===== config.mk =====
export PLATFORM = sky130hd
export DESIGN_NAME = pc_reg
export DESIGN_NICKNAME = d
export VERILOG_FILES = /design/src/rtl/pc_reg.sv
export SDC_FILE = /design/constraint.sdc
export NUM_CORES = 1
export LEC_CHECK = 0
export CORE_MARGIN = 10
export CORE_UTILIZATION = 34
export CTS_CLUSTER_DIAMETER = 30
export DETAILED_ROUTE_END_ITERATION = 10
export GPL_TIMING_DRIVEN = 0
export PLACE_DENSITY = 0.83
export SETUP_SLACK_MARGIN = 0.5
export SLEW_MARGIN = 20
export SYNTH_ARGS = -nofsm -noshare
export SYNTH_HDL_FRONTEND = slang
export SYNTH_SLANG_ARGS = --single-unit

===== constraint.sdc =====
create_clock -name clk -period 5.8 [get_ports clk]
set_clock_uncertainty 0.05 [all_clocks]
set_input_delay 1.74 -clock clk [delete_from_list [all_inputs] [get_ports clk]]
set_output_delay 1.74 -clock clk [all_outputs]
set_load 0.01 [all_outputs]

===== src/rtl/pc_reg.sv =====
// pc_reg: program-counter register for the single-cycle RV64 core, async active-high reset.
// Defining PC_MISALIGN_CHK_EN adds a registered 'misaligned' flag that tracks pc_in[1:0] != 0.
module pc_reg #(
  parameter int unsigned     XLEN         = 64,
  parameter logic [XLEN-1:0] RESET_VECTOR = '0
) (
  input  logic            clk,
  input  logic            rst,
  input  logic [XLEN-1:0] pc_in,
`ifdef PC_MISALIGN_CHK_EN
  output logic            misaligned,
`endif
  output logic [XLEN-1:0] pc_out
);

  // Full-width capture on every edge: no enable, no masking, no arithmetic.
  always_ff @(posedge clk or posedge rst) begin
    if (rst) begin
      pc_out <= RESET_VECTOR;
    end else begin
      pc_out <= pc_in;
    end
  end

`ifdef PC_MISALIGN_CHK_EN
  // Flag is captured alongside pc_out; the PC itself is still stored unmasked.
  always_ff @(posedge clk or posedge rst) begin
    if (rst) begin
      misaligned <= 1'b0;
    end else begin
      misaligned <= (pc_in[1:0] != 2'b00);
    end
  end
`endif

endmodule


==> metrics.txt, run 1 <==
die width=88.7 µm; critical path peak fanout=1; register area=1600 µm²; Crit path largest cell delay=0.57 ns; largest net degree at the start of global routing=65; Slowest-stage cell, CP=clkdlybuf4s50_1; P_leak=1.34 nW; Hold Path Depth=1; Tcrit/Tclk final=51.5%; power per cell area=288 nW/µm²; Yosys warning count=0; overall global routing resource usage=11.8%; family with the most delay on the worst path=buffers and inverters; CTS tree=built; post-CTS resize count=0; Slew Limit Fails=0; clk root buf=clkbuf_8; DR iter-0 viols=17; Yosys cell types=2; Syn Nets=131; Layout area overhead=95.0%; switch share=20.0%; Seq/Total Area, Yosys=99.8%; Rows=24; crit path DAT=1.20 ns; GR Overflow Total=0; Cell Int Power=0.722 mW; most frequent cells in the layout=clkdlybuf4s50_1 (129), dfrtp_1 (64), clkbuf_8 (11); Setup Buffers After CTS=0; fillers=282; DIE AREA=7870 µm²; Vias/cell=4.07; first-pass GRT wire length=6680 µm; Post-Route WL=4590 µm; IR drop worst, VDD=208 µV; CP required=4.01 ns; Residual DRC=0; Clock Power Share=34.9%; Routed wire per std cell=17.6 µm; Hold Vio Cnt, Final=0; Cells after Synth=65; I/O pins=130; Antenna diodes=0; setup total negative slack=0 ns; TritonCTS Sinks=64; most common cell after layout, fill and taps aside=clkdlybuf4s50_1; count of multi-input gates=0; CP Launch Type=register; via count=1,062; Slew Limit Headroom=50.9%; # setup viols final=0; max FFs per register=64; endpoint class of the critical path=output port; Top Registers=pc_out: 64 flops; RSZ-0062 raised after global routing=false; Yosys reg bits=64; worst-margin pin slew=0.736 ns; gpl congestion=0.745; Mapped Area=1610 µm²; crit path cell chain=clkdlybuf4s50_1; cts hold-fix bufs=0; outcome=complete, no violations; antenna-violating nets left=0; layout cell share with drive strength beyond 1=5.74%; vias in the first global route=1,196; Setup WS pre-CTS=2.95 ns; Hold Crit Endpoint=pc_out[55]; Max Cap Viol=0; sequential share of power=52.7%; Core ar.=4470 µm²; Top reg by flops=pc_out; clock buffer count from CTS=9; Clock Path Buffers=2; WS Path Type=register to output port; clock-pin slew on the worst setup and hold paths=0.06 ns; crit path buf inv count=1; IO buf count=129; NumNets Final=271; hold crit path type=primary input to register; First-pass DRT Iterations=4; post-route setup slack=2.81 ns; Switch Pwr=0.180 mW; min cycle time layout=2.99 ns; H-tree levels=3; initial antenna violation count=0; synthesized area per cell=24.7 µm²; combinational share of power=12.4%; Multi-input gate area=0 µm²; Fmax=335 MHz; Initial Util=35.9%; min-delay src=pc_in[55]; HPWL Detailed=3760 µm; Die H=88.7 µm
-- area by class of cell --
class,count,share of cell area [%]
sequential,64,51.2
timing repair buffer,129,41.2
clock buffer,15,5.32
tap,52,2.08
inverter,1,0.200
-- per-stage QoR --
step           cell area (µm²)  utilization, %  instances  power, mW  hold WS (ns)
2_1_floorplan             1610               -         65      0.502          1.72
3_3_place_gp              2960            66.2        246      0.594          2.13
3_5_place_dp              2960            66.2        246      0.597          2.14
4_1_cts                   3130            70.0        261      0.917          1.80
5_1_grt                   3130            70.0        261      0.943          1.79
6_report                  3130            70.0        261      0.901          1.81
-- cells by family after synthesis --
family | count (synthesis) | share of synthesized area, %
flops | 64 | 99.8
buf+inv | 1 | 0.234
-- cells in the mapped netlist --
master,n,share of area (%)
dfrtp_1,64,100
inv_1,1,0.23
-- worst max-delay path by stage --
stage / start / end / slack (ns) / depth (start not counted)
detailed placement: rst / pc_out[22] / 2.95 / 2
floorplan: rst / pc_out[0] / 2.41 / 1
CTS: pc_out[62] / pc_out[62] / 2.79 / 1
finish: pc_out[62] / pc_out[62] / 2.81 / 1
global placement: rst / pc_out[37] / 1.50 / 2
global route: pc_out[24] / pc_out[24] / 2.73 / 1
-- routing by layer --
metal	vias to the layer above	track usage (%)	wire length, µm	part of all wire [%]
met2	71	20.4	2460	54
met5	-	0	0	0
met4	0	5.43	78	1.7
met1	506	11.1	1510	33
li1	476	-	-	-
met3	9	6.53	541	12
-- power by group through the flow --
stage | Sequential (mW) | Combinational [mW] | Clock (mW)
final | 0.475 | 0.112 | 0.315
after global routing | 0.477 | 0.119 | 0.347
after CTS | 0.475 | 0.115 | 0.327
after detailed placement | 0.483 | 0.114 | 0
after global placement | 0.482 | 0.112 | 0
after floorplan | 0.496 | 0.00651 | 0
No activity file was read; power rests on OpenSTA's default activity.
==> run 2: changes to the inputs <==
--- a/config.mk
+++ b/config.mk
@@ -6,11 +6,11 @@
 export NUM_CORES = 1
 export LEC_CHECK = 0
 export CORE_MARGIN = 10
-export CORE_UTILIZATION = 34
+export CORE_UTILIZATION = 32
 export CTS_CLUSTER_DIAMETER = 30
 export DETAILED_ROUTE_END_ITERATION = 10
 export GPL_TIMING_DRIVEN = 0
-export PLACE_DENSITY = 0.83
+export PLACE_DENSITY = 0.79
 export SETUP_SLACK_MARGIN = 0.5
 export SLEW_MARGIN = 20
 export SYNTH_ARGS = -nofsm -noshare
==> constraint.sdc (replaced) <==
create_clock -name clk -period 3 [get_ports clk]
set_clock_uncertainty 0.05 [all_clocks]
set_input_delay 0.9 -clock clk [delete_from_list [all_inputs] [get_ports clk]]
set_output_delay 0.9 -clock clk [all_outputs]
set_load 0.01 [all_outputs]
==> run 2 against run 1 <==
  * Hold slack lost 0.84 ns
  * Critical endpoint is now pc_out[43]
  * Utilization is 3.3 points lower
  * Largest cell class unchanged
  * Combinational power is 96% higher
  * Via count decreased by 0.38%
==> metrics.txt, run 2 (synthesis results as in run 1) <==
IR drop worst, VDD=443 µV; Crit path largest cell delay=0.56 ns; crit path cell chain=clkdlybuf4s50_1; DIE AREA=8250 µm²; gpl congestion=0.674; Initial Util=33.5%; family with the most delay on the worst path=buffers and inverters; final hold slack=0.968 ns; hold crit path type=primary input to register; crit path DAT=1.20 ns; Residual DRC=0; I/O pins=130; Setup Buffers After CTS=0; outcome=complete, no violations; First-pass DRT Iterations=3; Die H=90.8 µm; Slew Limit Fails=0; TritonCTS Sinks=64; critical path startpoint=pc_out[43]; Setup WS pre-CTS=0.955 ns; post-route setup slack=0.849 ns; HPWL Detailed=3920 µm; busiest grt layer=met2; antenna-violating nets left=0; DR iter-0 viols=12; Post-Route WL=4840 µm; Fmax=465 MHz; max FFs per register=64; P_leak=1.36 nW; Hold Vio Cnt, Final=0; Top Registers=pc_out: 64 flops; via count=1,058; vias in the first global route=1,310; Core ar.=4790 µm²; clk root buf=clkbuf_8; endpoint class of the critical path=output port; layout cell share with drive strength beyond 1=7.62%; worst-margin pin slew=0.658 ns; GR Util met3=6.82%; critical path peak fanout=1; CP Launch Type=register; min-delay src=pc_in[18]; IO buf count=129; most common cell after layout, fill and taps aside=clkdlybuf4s50_1; NumNets Final=272; clock-pin slew on the worst setup and hold paths=0.07 ns; Rows=25; Slowest-stage cell, CP=clkdlybuf4s50_1; # setup viols final=0; setup total negative slack=0 ns; initial antenna violation count=0; Critical Path Sink=pc_out[43]; Slew Limit Headroom=56.0%; Vias/cell=3.82; cts hold-fix bufs=0; Tcrit/Tclk final=71.7%; RSZ-0062 raised after global routing=false; min cycle time layout=2.15 ns; Top reg by flops=pc_out; power per cell area=572 nW/µm²; H-tree levels=3; final instance area=3190 µm²; Placed Area=3000 µm²; clock buffer count from CTS=9; Antenna diodes=0; CTS tree=built; WS Path Type=register to output port; crit path buf inv count=1; Max Cap Viol=0; Layout area overhead=98.8%; Clock Path Buffers=2; GRT met2 Usage=21.9%; post-CTS resize count=0; first-pass GRT wire length=7620 µm; Crit. path cell count=1; count of multi-input gates=0; largest net degree at the start of global routing=36; die width=90.8 µm; GR Overflow Total=0; most frequent cells in the layout=clkdlybuf4s50_1 (129), dfrtp_1 (64), clkbuf_8 (10); met1 GRT Util=11.1%; Multi-input gate area=0 µm²; overall global routing resource usage=12.2%; Routed wire per std cell=17.5 µm; CP required=2.05 ns
[run 2: changes by cell type in the layout (fill, tap and decap cells not counted), sizes merged]
cell / previous run / this run
buf: 0 / 1
bufinv: 0 / 1
clkbuf: 15 / 11
clkinv: 0 / 3
clkinvlp: 0 / 1
inv: 1 / 0
[run 2: metrics by stage]
step	power, mW	cells	util (%)
final	1.82	277	66.7
after global routing	1.91	277	66.7
after CTS	1.85	277	66.7
after detailed placement	1.16	262	62.8
after global placement	1.15	261	62.4
after floorplan	0.972	65	-
[run 2: layout make-up]
class / count / area (µm²)
sequential: 64 / 1600
fill: 368 / 1600
timing repair buffer: 130 / 1310
clock buffer: 11 / 141
tap: 67 / 83.8
clock inverter: 4 / 45.0
inverter: 1 / 7.51
[run 2: worst min path at each step]
stage	endpoint	slack [ns]	cells after the start
after global routing	pc_out[21]	0.95	1
after detailed placement	pc_out[48]	1.30	1
final	pc_out[18]	0.97	1
after global placement	pc_out[6]	1.29	1
after CTS	pc_out[15]	0.96	1
after floorplan	pc_out[0]	0.88	0
[run 2: layer usage]
| layer | part of all wire, % | routed length (µm) | vias to the layer above |
|---|---|---|---|
| met3 | 11 | 529 | 6 |
| met2 | 56 | 2730 | 60 |
| met4 | 1.0 | 49 | 0 |
| li1 | - | - | 480 |
| met5 | 0 | 0 | - |
| met1 | 32 | 1540 | 512 |
[run 2: where the power goes]
part           switching, mW  leakage (nW)  internal, mW
clock network          0.289        0.0989         0.398
logic                 0.0716         0.514         0.149
registers             0.0115         0.746         0.906
==> run 3: changes to the inputs <==
--- a/config.mk
+++ b/config.mk
@@ -6,11 +6,11 @@
 export NUM_CORES = 1
 export LEC_CHECK = 0
 export CORE_MARGIN = 10
-export CORE_UTILIZATION = 32
+export CORE_UTILIZATION = 29
 export CTS_CLUSTER_DIAMETER = 30
 export DETAILED_ROUTE_END_ITERATION = 10
 export GPL_TIMING_DRIVEN = 0
-export PLACE_DENSITY = 0.79
+export PLACE_DENSITY = 0.76
 export SETUP_SLACK_MARGIN = 0.5
 export SLEW_MARGIN = 20
 export SYNTH_ARGS = -nofsm -noshare
==> constraint.sdc (replaced) <==
create_clock -name clk -period 1.8 [get_ports clk]
set_clock_uncertainty 0.05 [all_clocks]
set_input_delay 0.54 -clock clk [delete_from_list [all_inputs] [get_ports clk]]
set_output_delay 0.54 -clock clk [all_outputs]
set_load 0.01 [all_outputs]
==> run 3 against run 2 <==
  * Non-clock buffer count unchanged
  * Cell area fell by 3.8%
  * First-iteration DRC count unchanged
  * Clock power grew 47%
  * Total power up 58%
  * Die area up 8.0%
  * Sequential share of layout area increased by 2.0 points
==> metrics.txt, run 3 (synthesis results as in run 1) <==
fillers=450; clk root buf=clkbuf_8; power per cell area=939 nW/µm²; worst-margin pin slew=0.416 ns; antenna-violating nets left=0; Tcrit/Tclk final=78.9%; CP required=1.21 ns; Layout area overhead=91.2%; NumNets Final=273; outcome=complete, no violations; CTS tree=built; most common cell after layout, fill and taps aside=clkdlybuf4s50_1; layout cell share with drive strength beyond 1=38.2%; Vias/cell=3.68; Slew Limit Headroom=72.2%; overall global routing resource usage=10.0%; initial antenna violation count=0; Slew Limit Fails=0; DR iter-0 viols=12; vias in the first global route=1,237; # setup viols final=0; Multi-input gate area=0 µm²; First-pass DRT Iterations=4; register area=1600 µm²; max FFs per register=64; Routed wire per std cell=15.7 µm; IO buf count=129; critical path peak fanout=1; first-pass GRT wire length=6440 µm; Crit path largest cell delay=0.37 ns; Clock Path Buffers=2; family with the most delay on the worst path=flip-flops; via count=1,046; count of multi-input gates=0; Fmax=704 MHz; cts hold-fix bufs=0; Top Registers=pc_out: 64 flops; Final Non-Filler Cells=284; TritonCTS Sinks=64; IR drop worst, VDD=576 µV; RSZ-0062 raised after global routing=true; Post-Route WL=4450 µm; Placed Area=3010 µm²; Slowest-stage cell, CP=dfrtp_1; GR Overflow Total=0; Initial Util=29.5%; largest net degree at the start of global routing=31; final instance area=3070 µm²; Max Cap Viol=0; Die H=94.4 µm; Core ar.=5440 µm²; Top reg by flops=pc_out; crit path buf inv count=1; gpl congestion=0.697; clock buffer count from CTS=9; H-tree levels=3; I/O pins=130; most frequent cells in the layout=clkdlybuf4s50_1 (65), dfrtp_1 (64), buf_6 (33); Residual DRC=0; crit path DAT=0.83 ns; P_leak=1.42 nW; endpoint class of the critical path=output port; Rows=27; Antenna diodes=0; hold crit path type=primary input to asynchronous set/reset pin; DIE AREA=8910 µm²; die width=94.4 µm; WS Path Type=register to output port; CP Launch Type=register; Inst Count DP=267; Hold Vio Cnt, Final=0; min cycle time layout=1.42 ns; crit path cell chain=buf_2; clock-pin slew on the worst setup and hold paths=0.07 ns
==> run 3: cell count changes in the layout (fill, tap and decap cells not counted) <==
cell	change
bufinv_16	-1
clkinvlp_4	+1
buf_2	+31
buf_6	+33
clkbuf_1	+1
clkinv_2	+1
clkdlybuf4s50_1	-64
==> run 3: area by class of cell <==
class                   count  share of cell area, %
Clock buffer               12                   4.73
Clock inverter              4                  0.652
Inverter                    1                  0.245
Sequential cell            64                   52.2
Tap cell                   72                   2.94
Timing Repair Buffer      130                   39.0
Timing Repair inverter      1                  0.245
==> run 3: repair_timing <==
action | CTS | global route
cloned | 1 | 0
resized for setup | 265 | 26
buffers inserted | 0 | 0
endpoints found under the hold margin | 0 | 0
setup endpoints to repair | 94 | 81
==> run 3: worst max-delay path by stage <==
stage	start	end	slack (ns)	cells past startpoint
after floorplan	rst	pc_out[0]	0.52	1
after global placement	rst	pc_out[8]	-0.22	2
after detailed placement	rst	pc_out[40]	0.10	3
after CTS	pc_out[0]	pc_out[0]	0.35	1
after global routing	pc_out[57]	pc_out[57]	0.34	1
final	pc_out[18]	pc_out[18]	0.38	1
==> run 3: metal layers <==
| metal | up-vias | track usage (%) | routed length, µm |
|---|---|---|---|
| li1 | 482 | - | - |
| met1 | 478 | 8.56 | 1380 |
| met2 | 76 | 16.0 | 2290 |
| met3 | 10 | 7.69 | 686 |
| met4 | 0 | 6.46 | 95 |
| met5 | - | 0 | 0 |
==> run 3: stage by stage <==
stage / setup slack [ns] / hold WS [ns] / total power, mW / utilization, % / TNS [ns]
final: 0.379 / 0.597 / 2.88 / 56.4 / 0
after detailed placement: 0.103 / 0.938 / 1.93 / 55.3 / 0
after global routing: 0.337 / 0.576 / 3.03 / 56.4 / 0
after CTS: 0.351 / 0.572 / 2.90 / 53.6 / 0
after global placement: -0.222 / 0.934 / 1.91 / 55.0 / -14.05
after floorplan: 0.524 / 0.521 / 1.62 / - / 0
==> run 3: where the power goes <==
group          total, mW  internal (mW)  switching [mW]
Clock               1.01          0.528           0.483
Sequential          1.54           1.51          0.0239
Combinational      0.336          0.219           0.118
